### config.mk
export PLATFORM = sky130hd
export DESIGN_NAME = wb_port_arbiter
export DESIGN_NICKNAME = d
export VERILOG_FILES = /design/src/rtl/wb_port_arbiter.sv
export SDC_FILE = /design/constraint.sdc
export NUM_CORES = 1
export LEC_CHECK = 0
export ABC_CLOCK_PERIOD_IN_PS = 3600
export BUFFER_PORTS_ARGS = -buffer_cell sky130_fd_sc_hd__buf_4
export CAP_MARGIN = 5
export CORE_MARGIN = 1.5
export CORE_UTILIZATION = 45
export CTS_CLUSTER_SIZE = 25
export DETAILED_ROUTE_END_ITERATION = 10
export PLACE_DENSITY = 0.91
export SYNTH_ARGS = -nofsm -noshare
export SYNTH_HDL_FRONTEND = slang
export SYNTH_SLANG_ARGS = --single-unit
### constraint.sdc
create_clock -name clk -period 3.6 [get_ports clk]
set_input_delay 0.54 -clock clk [delete_from_list [all_inputs] [get_ports clk]]
set_output_delay 0.54 -clock clk [all_outputs]
set_load 0.02 [all_outputs]
### src/rtl/wb_port_arbiter.sv
// wb_port_arbiter: shares the register-file write port between MEM/WB writeback and a multi-cycle producer,
// with a one-entry holding buffer whose age forces a pipeline stall when it has lost arbitration too long.
module wb_port_arbiter #(
    parameter int XLEN         = 32,
    parameter int STARVE_LIMIT = 4
) (
    input  logic            clk,
    input  logic            rst,
    input  logic            wb_valid,
    input  logic [4:0]      wb_rd,
    input  logic [XLEN-1:0] wb_data,
    input  logic            mc_valid,
    input  logic [4:0]      mc_rd,
    input  logic [XLEN-1:0] mc_data,
    output logic            mc_ready,
    output logic            pipe_stall,
    output logic            rf_we,
    output logic [4:0]      rf_waddr,
    output logic [XLEN-1:0] rf_wdata,
    output logic            waw_drop
);
    localparam logic [3:0] LIMIT = 4'(STARVE_LIMIT);
    logic            buf_valid_q, buf_valid_d;
    logic [4:0]      buf_rd_q, buf_rd_d;
    logic [XLEN-1:0] buf_data_q, buf_data_d;
    logic [3:0]      starve_q, starve_d;
    logic            p_req, m_req, forced, grant_buf, grant_p, bypass;
    logic            kill_buf, kill_m, load, clear;
    always_comb begin
        p_req     = !rst && wb_valid && wb_rd != 5'd0;
        m_req     = mc_valid && mc_ready && mc_rd != 5'd0;
        forced    = !rst && buf_valid_q && starve_q == LIMIT;
        grant_buf = forced || (!rst && buf_valid_q && !p_req);
        grant_p   = p_req && !forced;
        bypass    = m_req && !p_req;
        kill_buf  = grant_p && buf_valid_q && buf_rd_q == wb_rd;
        kill_m    = grant_p && m_req && mc_rd == wb_rd;
        load      = grant_p && m_req && !kill_m;
        clear     = grant_buf || kill_buf;
    end
    assign mc_ready   = !buf_valid_q && !rst;
    assign pipe_stall = forced && p_req;
    assign waw_drop   = kill_buf || kill_m;
    assign rf_we      = grant_buf || grant_p || bypass;
    assign rf_waddr   = grant_buf ? buf_rd_q : grant_p ? wb_rd : bypass ? mc_rd : 5'd0;
    assign rf_wdata   = grant_buf ? buf_data_q : grant_p ? wb_data : bypass ? mc_data : '0;
    // A buffer load only happens when it was empty, so load and clear never coincide.
    always_comb begin
        buf_valid_d = clear ? 1'b0 : load ? 1'b1 : buf_valid_q;
        buf_rd_d    = load ? mc_rd : buf_rd_q;
        buf_data_d  = load ? mc_data : buf_data_q;
        starve_d    = (clear || load) ? 4'd0 :
                      (buf_valid_q && starve_q != LIMIT) ? starve_q + 4'd1 : starve_q;
    end
    always_ff @(posedge clk) begin
        if (rst) begin
            buf_valid_q <= 1'b0;
            starve_q    <= 4'd0;
        end else begin
            buf_valid_q <= buf_valid_d;
            starve_q    <= starve_d;
        end
        buf_rd_q   <= buf_rd_d;
        buf_data_q <= buf_data_d;
    end
endmodule

==> results of run 1 <==
-- registers in the layout, indices dropped and copies added, names as in the netlist --
register	flops
starve_q	4
buf_rd_q	5
buf_valid_q	1
buf_data_q	32
-- layout make-up --
class	instances	area (um2)	area share, %
Sequential cell	42	1211	36.92
Timing Repair Buffer	127	953.4	29.06
Multi-Input combinational cell	88	768.2	23.42
Inverter	41	153.9	4.691
Tap cell	67	83.83	2.555
Clock buffer	6	72.57	2.212
Clock inverter	2	37.54	1.144
-- worst max-delay path, stage by stage --
cell	delay, ns
buf_4	0.13
or4_1	0.54
o21ai_2	0.30
nor4_4	0.05
buf_4	0.18
buf_4	0.21
a222oi_1	0.39
inv_1	0.07
buf_4	0.16
-- cells in the mapped netlist --
| master | number |
|---|---|
| edfxtp_1 | 37 |
| nor2b_1 | 2 |
| clkbuf_1 | 3 |
| nor4_1 | 1 |
| nand4_1 | 2 |
| nand2_1 | 2 |
| and3_1 | 1 |
| a222oi_1 | 37 |
| nand2b_1 | 1 |
| a22o_1 | 1 |
| dfxtp_1 | 5 |
| nor3_1 | 8 |
| buf_6 | 4 |
| a211oi_2 | 1 |
| nor2_1 | 1 |
| a21o_1 | 2 |
| nand3_1 | 3 |
| buf_2 | 7 |
| o21ai_0 | 1 |
| mux2i_1 | 1 |
| or2_2 | 1 |
| o21ai_1 | 1 |
| xnor2_1 | 8 |
| inv_1 | 41 |
| a21oi_1 | 2 |
| or4_4 | 1 |
| or4_1 | 1 |
| o41ai_1 | 1 |
| nor4_4 | 1 |
| a31oi_1 | 1 |
| o21ai_2 | 1 |
| o21a_4 | 1 |
| ha_1 | 2 |
| xor2_1 | 3 |
-- power groups by stage --
stage          sequential [mW]  clock (mW)  combinational (mW)
2_1_floorplan            0.561           0               0.122
3_3_place_gp             0.563           0               0.251
3_5_place_dp             0.563           0               0.256
4_1_cts                  0.552       0.376               0.257
5_1_grt                  0.554       0.396               0.280
6_report                 0.552       0.371               0.260
-- cell families (layout without fill, tap and decap cells) --
kind of cell	after synthesis	in the layout	share of synthesized area, %
mux	1	1	0.4530
simple gates	25	25	7.079
xor+xnor	11	11	4.360
fa+ha+maj	2	2	1.132
flops	42	42	54.81
buf+inv	55	176	11.10
compound gates	49	49	21.06
-- routing by layer --
metal	vias to the layer above	share of wire, %
met1	994	41
li1	972	-
met3	8	7.1
met4	0	0.99
met5	-	0
met2	102	51
-- path summary, 6_finish.rpt --
kind         slack (ns)  cells after the start             end
max                0.46                      9     rf_wdata[3]
min                0.42                      1   buf_data_q[2]
max reg2reg        1.63                      3  buf_data_q[20]
min reg2reg        0.54                      2     starve_q[3]
-- through the flow --
stage          utilization, %  instances  hold slack, ns  cell area, um2  total power [mW]
2_1_floorplan               -        185          0.5050            2210            0.6829
3_3_place_gp            66.49        361          0.5193            3141            0.8133
3_5_place_dp            66.49        361          0.5279            3141            0.8195
4_1_cts                 68.82        369          0.4175            3251             1.186
5_1_grt                 69.46        373          0.4099            3281             1.229
6_report                69.46        373          0.4221            3281             1.183
==> impl_results.md, run 1 <==
* Fin crit share at 87.14%
* H-tree depth at 2
* Largest net degree at the start of global routing at 41
* Most frequent cells in the layout: 127 x buf_4, 41 x inv_1, 37 x a222oi_1, 37 x edfxtp_1
* Initial Util at 46.78%
* Mapped Nets at 265
* FP Rows at 25
* Total track usage at 22.17%
* Post-synthesis register bit count at 42
* Netlist cell types at 34
* Synth Cell Area at 2210 um2
* Crit path required time at 3.06 ns
* Antenna violations before repair at 0
* CORE AREA at 4723 um2
* Clk_lat worst skew at 0.30 ns
* Filler instances at 344
* Hold_sp: mc_data[2]
* Met2 Usage GRT at 36.16%
* Cts hold-fix bufs at 0
* Largest cells by area after synthesis: edfxtp_1 50%, a222oi_1 17%, inv_1 7.0%, dfxtp_1 4.5%, xnor2_1 3.2%
* Hold WC Path Type: primary input to flip-flop
* Switching Fraction at 25.34%
* TritonCTS clock tree: done
* Drt pass-1 iters at 7
* # setup viols final at 0
* M3 GR Usage at 4.834%
* Die area at 5340 um2
* Switching pwr at 299.8 uW
* DRC viols at 0
* Post_cts resized at 0
* CP startpoint kind: primary input
* Final WS setup at 0.4629 ns
* Maximum vdd drop at 0.2650 mV
* Comb pwr share at 22.0%
* Gate Count Post-Synth at 185
* Syn Area/Cell at 11.94 um2
* Setup TNS Final at 0 ns
* Most common cell after layout, fill and taps aside: buf_4
* MaxCap Viol Count at 0
* Crit path kind: primary input to output port
* RR Startpoint: buf_valid_q
* RSZ-0062 raised after global routing: false
* Pleak at 1.593 nW
* CTS max path bufs at 2
* Critical Path AT at 2.60 ns
* Drt wl/cell at 16.02 um
* Final-report hold violation count at 0
* Root Buffer: clkbuf_8
* DIE HEIGHT at 73.08 um
* Minimum clock period after layout at 3.137 ns
* CTS Buf Count at 5
* Power share of the clock group at 31.3%
* Routed Antenna Nets at 0
* Total congestion overflow at 0
* Sequential Power Share at 46.7%
* Busiest grt layer: met2
* Vias per inst at 5.566
* Clock sinks at 42
* Layout Skew at 0.01395 ns
* Worst Path Max Fanout at 21
* Global-route wire length before repair at 9059 um
* Clock slew at reported path FFs at 0.09 ns
* Vias in the first global route at 1976
* Critical Path Start: mc_rd[1]
* Power per cell area at 360.7 nW/um2
* Routed wire length at 5974 um
* Top-level I/O count at 119
* GR met1 Demand/Resource at 28.34%
* Status: finished, final reports clean
* Pre-CTS setup slack at 0.1331 ns
* Slew margin rel. at 49.30%
* Synth Warn # at 0
* Port bufs at 118
* Via count at 2076
* Sequential share of the synthesized area at 54.81%
* P_int at 883.4 uW
* ANT cells at 0
* HPWL Detailed at 4294 um
* Drt initial violations at 334
* Synth area leader: edfxtp_1
* Share of cells above drive strength 1 at 46.08%
* Synthesis-to-layout area growth at 48.47%
* Worst-Margin Slew at 0.7507 ns
* Share of the synthesized area in the top cell type at 50.28%
* Die X at 73.08 um
* Kind of end point of the critical path: output port
* Achievable Freq at 318.8 MHz
* Final Slew Violations at 0
* Nets@finish at 385
* RePlAce Congestion at 0.8050
* Post-CTS setup buffer count at 0
No activity file was read; power rests on OpenSTA's default activity.
==> run 2: changes to the inputs <==
ABC_CLOCK_PERIOD_IN_PS = 3000   (was 3600)
BUFFER_PORTS_ARGS = not set   (was -buffer_cell sky130_fd_sc_hd__buf_4)
CORE_UTILIZATION = 60   (was 45)
DONT_BUFFER_PORTS = 1   (was not set)
PLACE_DENSITY = 0.87   (was 0.91)
TNS_END_PERCENT = 50   (was not set)
clock period = 3 ns   (was 3.6 ns; I/O delays follow)
==> run 2 against run 1 <==
Final cell count down 39%. Largest cell class unchanged. Clock skew shrank 0.0062 ns. Hold slack worse by 0.17 ns. Sequential share of layout area rose by 15 points. Setup slack worse by 0.26 ns. Clock power down 10%. Global-route usage grew 1.9 points. Critical path depth fell by 1. First-iteration DRC count decreased by 25%. Die area is 24% lower. Count of clock-buffer cells in the layout did not move. Register-to-register slack worse by 0.75 ns.
==> impl_results.md, run 2 (synthesized netlist as in run 1, its figures left out) <==
* CP Buf/Inv Count at 3 (-2)
* Top-level I/O count at 119 (unchanged)
* Routed Antenna Nets at 0 (unchanged)
* CP startpoint kind: flip-flop
* Post-Place Cells at 221 (-39%)
* Synthesis-to-layout area growth at 4.757%
* Max incr delay on CP at 0.34 ns (-0.20 ns)
* Post-Layout Cell Count at 229 (-39%)
* Worst Path Max Fanout at 35 (+67%)
* Kind of end point of the critical path: output port
* # setup viols final at 0 (unchanged)
* Vias in the first global route at 1599 (-19%)
* Final Slew Violations at 0 (unchanged)
* Total congestion overflow at 0 (unchanged)
* Largest net degree at the start of global routing at 38 (-7.3%)
* H-tree depth at 2 (unchanged)
* Maximum vdd drop at 0.2992 mV (+13%)
* RSZ-0062 raised after global routing: false
* DIE HEIGHT at 63.69 um (-13%)
* Hold Slack at 0.2558 ns (-0.1662 ns)
* Clock slew at reported path FFs at 0.08 ns (about the same)
* Status: finished, final reports clean
* Overall Power at 1.157 mW (-2.3%)
* Most frequent CP cell: inv_1
* Port bufs at 0 (-100%)
* Share of cells above drive strength 1 at 9.290% (-37 points)
* Layout Skew at 0.007755 ns (-0.006190 ns)
* HPWL Detailed at 3576 um (-17%)
* Crit path required time at 2.55 ns (-0.51 ns)
* Hold WC Path Type: primary input to flip-flop
* DRC viols at 0 (unchanged)
* Most frequent cells in the layout: 41 x inv_1, 37 x a222oi_1, 37 x edfxtp_1
* Critical Path AT at 2.34 ns (-0.26 ns)
* Nets@finish at 262 (-32%)
* Final-report hold violation count at 0 (unchanged)
* CP Cell Sequence: inv_1 -> ha_1 -> nor2b_1 -> nand3_1 -> and3_1 -> buf_4 -> a222oi_1 -> inv_1
* Die X at 63.69 um (-13%)
* Fin crit share at 93.13%
* Initial Util at 64.19% (+17 points)
* Crit path kind: flip-flop to output port
* ANT cells at 0 (unchanged)
* Top flop regs: buf_data_q (32), buf_rd_q (5), starve_q (4)
* MaxCap Viol Count at 0 (unchanged)
* Global-route wire length before repair at 7493 um (-17%)
* Via count at 1661 (-20%)
* Top delay family on crit path: simple AND/OR/NAND/NOR gates
* Crit-path slowest cell: dfxtp_1
* CTS max path bufs at 2 (unchanged)
* RePlAce Congestion at 0.9109 (+13%)
* Clock sinks at 42 (unchanged)
* Drt wl/cell at 21.41 um (+34%)
* Setup TNS Final at 0 ns (unchanged)
* Post-CTS setup buffer count at 0 (unchanged)
* Reg with most FFs: buf_data_q
* Power per cell area at 499.7 nW/um2 (+39%)
* Worst-Margin Slew at 0.9834 ns (+0.2326 ns)
* Drt pass-1 iters at 9 (+2)
* Total stage count of the critical path at 8 (-1)
* TritonCTS clock tree: done
* Hold Crit Depth at 0 (-1)
* CORE AREA at 3442 um2 (-27%)
* Clk_lat worst skew at 0.28 ns (-0.02 ns)
* Drt initial violations at 251 (-25%)
* Vias per inst at 7.253 (+30%)
* Pleak at 0.9765 nW (-39%)
* Die area at 4056 um2 (-24%)
* FF-to-FF path depth at 2 (-1)
* Minimum clock period after layout at 2.794 ns
* Pre-CTS setup slack at 0.3349 ns (+0.2018 ns)
* Antenna violations before repair at 0 (unchanged)
* Slew margin rel. at 34.30% (-15 points)
* Most common cell after layout, fill and taps aside: inv_1
* Cts hold-fix bufs at 0 (unchanged)
* Max FFs per register at 32 (unchanged)
* Root Buffer: clkbuf_8
* Achievable Freq at 357.9 MHz
* Final WS setup at 0.2061 ns (-0.2567 ns)
* Total track usage at 24.08% (+1.9 points)
* FP Rows at 21 (-16%)
* Post_cts resized at 0 (unchanged)
* Routed wire length at 4903 um (-18%)
* CTS Buf Count at 5 (unchanged)
[run 2: cell count changes in the layout (fill, tap and decap cells not counted)]
| cell | previous run | this run |
|---|---|---|
| buf_4 | 127 | 3 |
| buf_12 | 0 | 1 |
| bufinv_16 | 1 | 0 |
| clkinv_1 | 0 | 1 |
| clkinv_2 | 0 | 1 |
| clkinvlp_4 | 1 | 0 |
[run 2: final timing paths]
kind	start	endpoint	slack (ns)
max	starve_q[0]	rf_wdata[31]	0.21
min	mc_rd[0]	buf_rd_q[0]	0.26
max reg2reg	buf_valid_q	buf_rd_q[3]	0.88
min reg2reg	starve_q[3]	starve_q[3]	0.58
[run 2: cell type report]
type	instances	area [um2]
Sequential cell	42	1211
Multi-Input combinational cell	88	768.2
Inverter	41	153.9
Fill cell	259	1127
Clock inverter	2	8.758
Tap cell	46	57.56
Timing Repair Buffer	4	42.54
Clock buffer	6	72.57
[run 2: power by group]
group / total [mW] / internal, mW / switching (mW) / leakage, nW
sequential: 0.664 / 0.656 / 0.00789 / 0.379
clock: 0.333 / 0.160 / 0.174 / 0.0426
combinational: 0.160 / 0.0472 / 0.112 / 0.555
total: 1.16 / 0.863 / 0.294 / 0.977
[run 2: metrics by stage]
step | util [%] | area, um2
2_1_floorplan | - | 2212
3_3_place_gp | 64.89 | 2233
3_5_place_dp | 64.89 | 2233
4_1_cts | 67.25 | 2315
5_1_grt | 67.25 | 2315
6_report | 67.25 | 2315
[run 2: per-layer routing]
layer  vias up  routed length [um]  global-route usage, %
li1        723                   -                      -
met1       786                1740                  27.66
met2       150                2610                  42.63
met3         2                 536                  7.321
met4         0                  15                  7.880
met5         -                   0                      0
[run 2: worst reg2reg max path, stage by stage (launching register included)]
cell and delay [ns]:
dfxtp_1 0.43, nor4_1 0.42, nor2b_4 0.87
